===== src/rtl/mem_lsu_pkg.sv =====
// mem_lsu_pkg: shared definitions for the MEM-stage load/store unit.
//   - Bus widths (register, aluop, register-address).
//   - EXE_*_OP aluop codes for the memory instructions.
//   - FSM state encodings (IDLE/BUSY/DONE).
//   - Big-endian byte-lane select constants and the access-size type.
package mem_lsu_pkg;

  localparam int DATA_W    = 32;
  localparam int ALUOP_W   = 8;
  localparam int REGADDR_W = 5;

  localparam logic [ALUOP_W-1:0] EXE_NOP_OP = 8'b0000_0000;
  localparam logic [ALUOP_W-1:0] EXE_LB_OP  = 8'b1110_0000;
  localparam logic [ALUOP_W-1:0] EXE_LH_OP  = 8'b1110_0001;
  localparam logic [ALUOP_W-1:0] EXE_LW_OP  = 8'b1110_0011;
  localparam logic [ALUOP_W-1:0] EXE_LBU_OP = 8'b1110_0100;
  localparam logic [ALUOP_W-1:0] EXE_LHU_OP = 8'b1110_0101;
  localparam logic [ALUOP_W-1:0] EXE_SB_OP  = 8'b1110_1000;
  localparam logic [ALUOP_W-1:0] EXE_SH_OP  = 8'b1110_1001;
  localparam logic [ALUOP_W-1:0] EXE_SW_OP  = 8'b1110_1011;
  localparam logic [ALUOP_W-1:0] EXE_LL_OP  = 8'b1111_0000;
  localparam logic [ALUOP_W-1:0] EXE_SC_OP  = 8'b1111_1000;

  localparam logic [1:0] ST_IDLE = 2'd0;
  localparam logic [1:0] ST_BUSY = 2'd1;
  localparam logic [1:0] ST_DONE = 2'd2;

  // Big-endian: byte address 0 lives in bits [31:24] (lane 3).
  localparam logic [3:0] SEL_B0   = 4'b1000;
  localparam logic [3:0] SEL_B1   = 4'b0100;
  localparam logic [3:0] SEL_B2   = 4'b0010;
  localparam logic [3:0] SEL_B3   = 4'b0001;
  localparam logic [3:0] SEL_H0   = 4'b1100;
  localparam logic [3:0] SEL_H1   = 4'b0011;
  localparam logic [3:0] SEL_WORD = 4'b1111;

  typedef enum logic [1:0] {
    SZ_NONE = 2'd0,
    SZ_BYTE = 2'd1,
    SZ_HALF = 2'd2,
    SZ_WORD = 2'd3
  } size_e;

endpackage


===== src/rtl/mem_lsu_align.sv =====
// mem_align: combinational decode and data shaping for mem_lsu.
// Optional feature macro: LLSC_EN (decodes LL/SC as memory ops).
// Ports:
//   aluop_i       in  8   op from EX/MEM
//   addr_lo_i     in  2   low bits of the effective byte address
//   reg2_i        in  32  store operand
//   bus_data_i    in  32  raw load word from the bus
//   sel_o         out 4   big-endian byte lanes
//   store_data_o  out 32  store operand replicated onto the lanes
//   load_data_o   out 32  selected lane, sign/zero extended
//   is_load_o     out 1   op is a load (incl. LL)
//   is_store_o    out 1   op is a store (incl. SC)
//   is_ll_o       out 1   op is LL
//   is_sc_o       out 1   op is SC
//   misaligned_o  out 1   halfword/word address not naturally aligned
module mem_align
  import mem_lsu_pkg::*;
(
  input  logic [ALUOP_W-1:0] aluop_i,
  input  logic [1:0]         addr_lo_i,
  input  logic [DATA_W-1:0]  reg2_i,
  input  logic [DATA_W-1:0]  bus_data_i,
  output logic [3:0]         sel_o,
  output logic [DATA_W-1:0]  store_data_o,
  output logic [DATA_W-1:0]  load_data_o,
  output logic               is_load_o,
  output logic               is_store_o,
  output logic               is_ll_o,
  output logic               is_sc_o,
  output logic               misaligned_o
);

  function automatic logic [DATA_W-1:0] ext_byte(input logic [7:0] b, input logic sgn);
    logic signed [7:0]        sb;
    logic signed [DATA_W-1:0] sw;
    sb = signed'(b);
    sw = DATA_W'(sb);
    return sgn ? DATA_W'(sw) : {24'd0, b};
  endfunction

  function automatic logic [DATA_W-1:0] ext_half(input logic [15:0] h, input logic sgn);
    logic signed [15:0]       sh;
    logic signed [DATA_W-1:0] sw;
    sh = signed'(h);
    sw = DATA_W'(sh);
    return sgn ? DATA_W'(sw) : {16'd0, h};
  endfunction

  size_e       size;
  logic        sgn;
  logic [7:0]  byte_lane;
  logic [15:0] half_lane;

  always_comb begin
    size       = SZ_NONE;
    sgn        = 1'b0;
    is_load_o  = 1'b0;
    is_store_o = 1'b0;
    is_ll_o    = 1'b0;
    is_sc_o    = 1'b0;
    case (aluop_i)
      EXE_LB_OP:  begin size = SZ_BYTE; is_load_o = 1'b1; sgn = 1'b1; end
      EXE_LBU_OP: begin size = SZ_BYTE; is_load_o = 1'b1; end
      EXE_LH_OP:  begin size = SZ_HALF; is_load_o = 1'b1; sgn = 1'b1; end
      EXE_LHU_OP: begin size = SZ_HALF; is_load_o = 1'b1; end
      EXE_LW_OP:  begin size = SZ_WORD; is_load_o = 1'b1; end
      EXE_SB_OP:  begin size = SZ_BYTE; is_store_o = 1'b1; end
      EXE_SH_OP:  begin size = SZ_HALF; is_store_o = 1'b1; end
      EXE_SW_OP:  begin size = SZ_WORD; is_store_o = 1'b1; end
`ifdef LLSC_EN
      EXE_LL_OP:  begin size = SZ_WORD; is_load_o = 1'b1; is_ll_o = 1'b1; end
      EXE_SC_OP:  begin size = SZ_WORD; is_store_o = 1'b1; is_sc_o = 1'b1; end
`endif
      default: ;
    endcase
  end

  always_comb begin
    case (addr_lo_i)
      2'b00:   byte_lane = bus_data_i[31:24];
      2'b01:   byte_lane = bus_data_i[23:16];
      2'b10:   byte_lane = bus_data_i[15:8];
      default: byte_lane = bus_data_i[7:0];
    endcase
    half_lane = addr_lo_i[1] ? bus_data_i[15:0] : bus_data_i[31:16];
  end

  always_comb begin
    sel_o        = 4'b0000;
    store_data_o = '0;
    load_data_o  = '0;
    case (size)
      SZ_BYTE: begin
        case (addr_lo_i)
          2'b00:   sel_o = SEL_B0;
          2'b01:   sel_o = SEL_B1;
          2'b10:   sel_o = SEL_B2;
          default: sel_o = SEL_B3;
        endcase
        store_data_o = {4{reg2_i[7:0]}};
        load_data_o  = ext_byte(byte_lane, sgn);
      end
      SZ_HALF: begin
        sel_o        = addr_lo_i[1] ? SEL_H1 : SEL_H0;
        store_data_o = {2{reg2_i[15:0]}};
        load_data_o  = ext_half(half_lane, sgn);
      end
      SZ_WORD: begin
        sel_o        = SEL_WORD;
        store_data_o = reg2_i;
        load_data_o  = bus_data_i;
      end
      default: ;
    endcase
  end

  assign misaligned_o = ((size == SZ_HALF) && addr_lo_i[0]) ||
                        ((size == SZ_WORD) && (addr_lo_i != 2'b00));

endmodule


===== src/rtl/mem_lsu.sv =====
// mem_lsu: MEM-stage load/store unit. Runs one req/ack bus transaction per
// memory op, stalls the pipeline while it is outstanding, and hands the
// write-back triple plus address-error flags to MEM/WB.
// Optional feature macro: LLSC_EN (LL/SC support and the LL bit).
// Ports:
//   clk, Rst_n (sync, active-low)   flush_i, stall_i, llbit_clr_i
//   aluop_i/mem_addr_i/reg2_i       op, byte address, store operand
//   wd_i/wreg_i/wdata_i             write-back request from EX/MEM
//   wd_o/wreg_o/wdata_o             write-back to MEM/WB
//   stallreq_o, adel_o, ades_o      stall request and address errors
//   bus_req_o/we/addr/sel/data_o    bus request side
//   bus_data_i, bus_ack_i           bus response side
module mem_lsu
  import mem_lsu_pkg::*;
(
  input  logic                 clk,
  input  logic                 Rst_n,
  input  logic                 flush_i,
  input  logic                 stall_i,
  input  logic                 llbit_clr_i,
  input  logic [ALUOP_W-1:0]   aluop_i,
  input  logic [DATA_W-1:0]    mem_addr_i,
  input  logic [DATA_W-1:0]    reg2_i,
  input  logic [REGADDR_W-1:0] wd_i,
  input  logic                 wreg_i,
  input  logic [DATA_W-1:0]    wdata_i,
  output logic [REGADDR_W-1:0] wd_o,
  output logic                 wreg_o,
  output logic [DATA_W-1:0]    wdata_o,
  output logic                 stallreq_o,
  output logic                 adel_o,
  output logic                 ades_o,
  output logic                 bus_req_o,
  output logic                 bus_we_o,
  output logic [DATA_W-1:0]    bus_addr_o,
  output logic [3:0]           bus_sel_o,
  output logic [DATA_W-1:0]    bus_data_o,
  input  logic [DATA_W-1:0]    bus_data_i,
  input  logic                 bus_ack_i
);

  logic [3:0]        sel;
  logic [DATA_W-1:0] st_data;
  logic [DATA_W-1:0] ld_data;
  logic              is_load;
  logic              is_store;
  logic              is_ll;
  logic              is_sc;
  logic              misaligned;

  mem_align u_align (
    .aluop_i      (aluop_i),
    .addr_lo_i    (mem_addr_i[1:0]),
    .reg2_i       (reg2_i),
    .bus_data_i   (bus_data_i),
    .sel_o        (sel),
    .store_data_o (st_data),
    .load_data_o  (ld_data),
    .is_load_o    (is_load),
    .is_store_o   (is_store),
    .is_ll_o      (is_ll),
    .is_sc_o      (is_sc),
    .misaligned_o (misaligned)
  );

  logic [1:0]        state_p1;
  logic [1:0]        state_nxt;
  logic [DATA_W-1:0] result_p1;
  logic              sc_fail;
  logic              access;
  logic              ack_take;

  // The LL bit is only consulted when an SC is first seen in IDLE; once the
  // store is on the bus it runs to completion even if the bit is cleared.
`ifdef LLSC_EN
  logic llbit_p1;

  assign sc_fail = is_sc && !llbit_p1 && (state_p1 == ST_IDLE);

  always_ff @(posedge clk) begin
    if (!Rst_n)
      llbit_p1 <= 1'b0;
    else if (flush_i || llbit_clr_i)
      llbit_p1 <= 1'b0;
    else if (ack_take && is_ll)
      llbit_p1 <= 1'b1;
    else if (ack_take && is_sc)
      llbit_p1 <= 1'b0;
  end
`else
  logic unused_llsc;
  assign sc_fail     = 1'b0;
  assign unused_llsc = llbit_clr_i | is_ll;
`endif

  assign access   = (is_load || is_store) && !misaligned && !sc_fail;
  // An ack in the flush cycle is dropped: no capture, no LL-bit update.
  assign ack_take = bus_ack_i && access && !flush_i &&
                    ((state_p1 == ST_IDLE) || (state_p1 == ST_BUSY));

  always_comb begin
    state_nxt = state_p1;
    if (flush_i) begin
      state_nxt = ST_IDLE;
    end else begin
      case (state_p1)
        ST_IDLE: if (access) state_nxt = bus_ack_i ? ST_DONE : ST_BUSY;
        ST_BUSY: if (bus_ack_i) state_nxt = ST_DONE;
        ST_DONE: if (!stall_i) state_nxt = ST_IDLE;
        default: state_nxt = ST_IDLE;
      endcase
    end
  end

  // ---- stage p1: FSM state and captured load/SC result ----
  always_ff @(posedge clk) begin
    if (!Rst_n) begin
      state_p1  <= ST_IDLE;
      result_p1 <= '0;
    end else begin
      state_p1 <= state_nxt;
      if (ack_take)
        result_p1 <= is_sc ? DATA_W'(1) : (is_load ? ld_data : '0);
    end
  end

  always_comb begin
    wd_o       = wd_i;
    wreg_o     = wreg_i;
    wdata_o    = wdata_i;
    stallreq_o = 1'b0;
    adel_o     = misaligned && is_load;
    ades_o     = misaligned && is_store;
    bus_req_o  = 1'b0;
    bus_we_o   = 1'b0;
    bus_addr_o = '0;
    bus_sel_o  = 4'b0000;
    bus_data_o = '0;
    if (misaligned) begin
      wreg_o  = 1'b0;
      wdata_o = '0;
    end else if (sc_fail) begin
      wdata_o = '0;
    end else if (access) begin
      if (state_p1 == ST_DONE) begin
        wdata_o = result_p1;
      end else begin
        // Access outstanding: nothing is written back until DONE.
        bus_req_o  = 1'b1;
        stallreq_o = 1'b1;
        bus_we_o   = is_store;
        bus_addr_o = {mem_addr_i[DATA_W-1:2], 2'b00};
        bus_sel_o  = sel;
        bus_data_o = is_store ? st_data : '0;
        wreg_o     = 1'b0;
        wdata_o    = '0;
      end
    end
    if (!Rst_n) begin
      wd_o       = '0;
      wreg_o     = 1'b0;
      wdata_o    = '0;
      stallreq_o = 1'b0;
      adel_o     = 1'b0;
      ades_o     = 1'b0;
      bus_req_o  = 1'b0;
      bus_we_o   = 1'b0;
      bus_addr_o = '0;
      bus_sel_o  = 4'b0000;
      bus_data_o = '0;
    end
  end

endmodule

===== config.mk =====
export PLATFORM = sky130hd
export DESIGN_NAME = mem_lsu
export DESIGN_NICKNAME = d
export VERILOG_FILES = /design/src/rtl/mem_lsu_pkg.sv /design/src/rtl/mem_lsu_align.sv /design/src/rtl/mem_lsu.sv
export SDC_FILE = /design/constraint.sdc
export NUM_CORES = 1
export LEC_CHECK = 0
export ABC_AREA = 1
export CAP_MARGIN = 20
export CORE_ASPECT_RATIO = 1.25
export CORE_MARGIN = 3
export CORE_UTILIZATION = 30
export DETAILED_ROUTE_END_ITERATION = 7
export PLACE_DENSITY_LB_ADDON = 0.08
export SLEW_MARGIN = 20
export SYNTH_ARGS = -nofsm -noshare
export SYNTH_HDL_FRONTEND = slang
export SYNTH_HIERARCHICAL = 1
export SYNTH_SLANG_ARGS = --single-unit

===== constraint.sdc =====
create_clock -name clk -period 3.83 [get_ports clk]
set_clock_uncertainty 0.1 [all_clocks]
set_input_delay 0.766 -clock clk [delete_from_list [all_inputs] [get_ports clk]]
set_output_delay 0.766 -clock clk [all_outputs]
set_load 0.03 [all_outputs]

==> out/results.ini <==
[clock_tree]
cts_sinks = 34
h-tree-depth = 2
path_clk_slew_ps = 50
numCtsBuffers = 5
root_buffer = clkbuf_16
clk_latency_ps = 270
ctsLongestPathBuffers = 2
cts_tree = built
ctsHoldBuffers = 0

[route]
viasPerCell = 4.721
first_pass_iters = 5
post-route-drc-count = 0
wl_per_cell_um = 14.08
ant_nets = 0
drt_iter0_drc = 357
vias = 6184
drt-total-wl_mm = 18.44

[critical_path]
end_kind = primary output
critPathKind = in2out
cp_data_required_time_ps = 2960
reg2reg_from = state_p1[1]
critPathArrivalTime_ps = 2910
reg2reg_slack_ps = 2110
reg2reg_to = result_p1[1]
start_kind = input port
cp_max_fo = 8
reg2reg_depth = 6
cp-startpoint = aluop_i[6]

[sta]
drv_slew = 0
setup_viol = 0
setup_tns_ps = 0
hold_viol = 0
finalCritPeriodShare_pct = 98.56
period_minus_slack_ps = 3775
worstMarginPinSlew_ps = 851.2
relSlewSlack_pct = 43.19
rsz0062_at_grt = true
max_freq_ghz = 0.2649

[pwr]
p_leak_nw = 3.526
p_seq_share_pct = 30.2
finalPower_mw = 1.178
p_per_area_mw_per_mm2 = 154.8
peakVddDrop_mv = 0.1214
pwr-share-clk_pct = 31.1
pwr-share-comb_pct = 38.7
switchingPower_mw = 0.3575
internal_power_mw = 0.8201
swShare_pct = 30.36

[final_layout]
num_antenna_cells = 0
fin_area_mm2 = 0.007610
drive_above_1_share_pct = 19.86
final_nets = 1276
syn2layout_area_growth_pct = 64.60
final_core_util_pct = 50.68
fin_cells = 1310
num-fill-cells = 1616

[global_routing]
grt_pass1_wl_mm = 27.41
busiest_layer = met2
antenna_found_initial = 0
grtUsageMet3_pct = 4.243
grt_max_degree = 52
grt.overflow.total = 0
grt_usage_pct = 19.86
groute.layer.met1.usage_pct = 23.97
grt_use_met2_pct = 35.81
grt_pass1_vias = 5413

[yosys]
syn_area_mm2 = 0.004623
postSynthAreaPerCell_um2 = 5.212
syn_inst = 887
yosysWarnings = 6

[hold_path]
holdPathStages = 2
hold_class = reg2reg
min_from = result_p1[14]
holdPathEnd = result_p1[14]

[placed_design]
placed_cell_area_mm2 = 0.007189
placedCellCount = 1296
gp_congestion = 0.8401
placement.io_buffers = 255
detailed_place_hpwl_mm = 14.30

[die]
core_mm2 = 0.01501
die_area_mm2 = 0.01695
die_w_um = 117.0
start_util_pct = 30.79
io_pins = 259
fp.dieH_um = 144.8
rows = 50

[status]
status = complete, no violations

[job]
maxCapViolations = 0

-- power groups by stage --
stage | combinational, mW | clock [mW] | sequential (mW)
3_3_place_gp | 0.449 | 0 | 0.362
2_1_floorplan | 0.202 | 0 | 0.362
5_1_grt | 0.492 | 0.393 | 0.355
4_1_cts | 0.451 | 0.377 | 0.355
6_report | 0.456 | 0.366 | 0.355
3_5_place_dp | 0.450 | 0 | 0.362
-- repair_timing --
| item | CTS | global route |
|---|---|---|
| resized for setup | 2 | 57 |
| endpoints found under the setup margin | 20 | 98 |
| pin swaps | 0 | 2 |
| setup buffers | 0 | 4 |
| cloned | 0 | 3 |
-- state kept, by name, indices dropped and copies added, names as in the netlist --
signal,count
state_p1,2
result_p1,32
-- layout make-up --
class                           instances  area, um2  area share [%]
Tap cell                              182      227.7           2.992
Multi-Input combinational cell        663       3213           42.22
Timing Repair Buffer                  298       2870           37.72
Sequential cell                        34      680.7           8.944
Inverter                              126      485.5           6.379
Clock buffer                            7      132.6           1.743
-- metrics by stage --
step           hold WS (ps)  worst slack, ps
3_3_place_gp          351.6           -29.22
5_1_grt               372.0           -48.70
3_5_place_dp          354.9           -14.01
6_report              359.5            55.17
4_1_cts               361.5           -9.180
2_1_floorplan         339.2            181.9
-- worst max-delay path, stage by stage --
cell	delay (ps)
clkdlybuf4s50_1	450
nand2_1	60
nor2_2	140
buf_12	140
nand3_1	80
a21oi_2	150
buf_6	140
o21ai_4	70
inv_2	90
nand2_4	80
nor2_8	200
buf_12	150
nand2_4	120
nor2_2	110
buf_4	160
-- worst max-delay path by stage --
stage,endpoint,slack (ps)
finish,bus_data_o[27],60
CTS,bus_sel_o[0],-9
global placement,bus_data_o[1],-30
floorplan,bus_data_o[22],180
global route,bus_data_o[27],-50
detailed placement,bus_data_o[20],-10
-- layer usage --
metal / routed length, um / up-vias
li1: - / 3253
met1: 7483 / 2702
met2: 9291 / 207
met3: 1338 / 22
met4: 330 / 0
met5: 0 / -
-- layout by cell type (no fill, tap or decap), types with 2 or more instances in the layout --
| cell type | count |
|---|---|
| buf_12 | 15 |
| nand4_1 | 7 |
| inv_1 | 116 |
| nor2_1 | 141 |
| nand2_1 | 192 |
| buf_4 | 115 |
| nand3_4 | 2 |
| nand2_4 | 3 |
| o21ai_0 | 10 |
| nand3_1 | 171 |
| nand2_2 | 2 |
| a21oi_2 | 3 |
| conb_1 | 3 |
| buf_6 | 16 |
| clkdlybuf4s50_1 | 151 |
| nor2_8 | 3 |
| inv_2 | 8 |
| clkbuf_16 | 5 |
| clkbuf_1 | 2 |
| a21oi_1 | 72 |
| nand2_8 | 4 |
| nor2_4 | 10 |
| dfxtp_1 | 34 |
| nor2_2 | 31 |
Note: power is estimated with default switching activity, not from simulation.
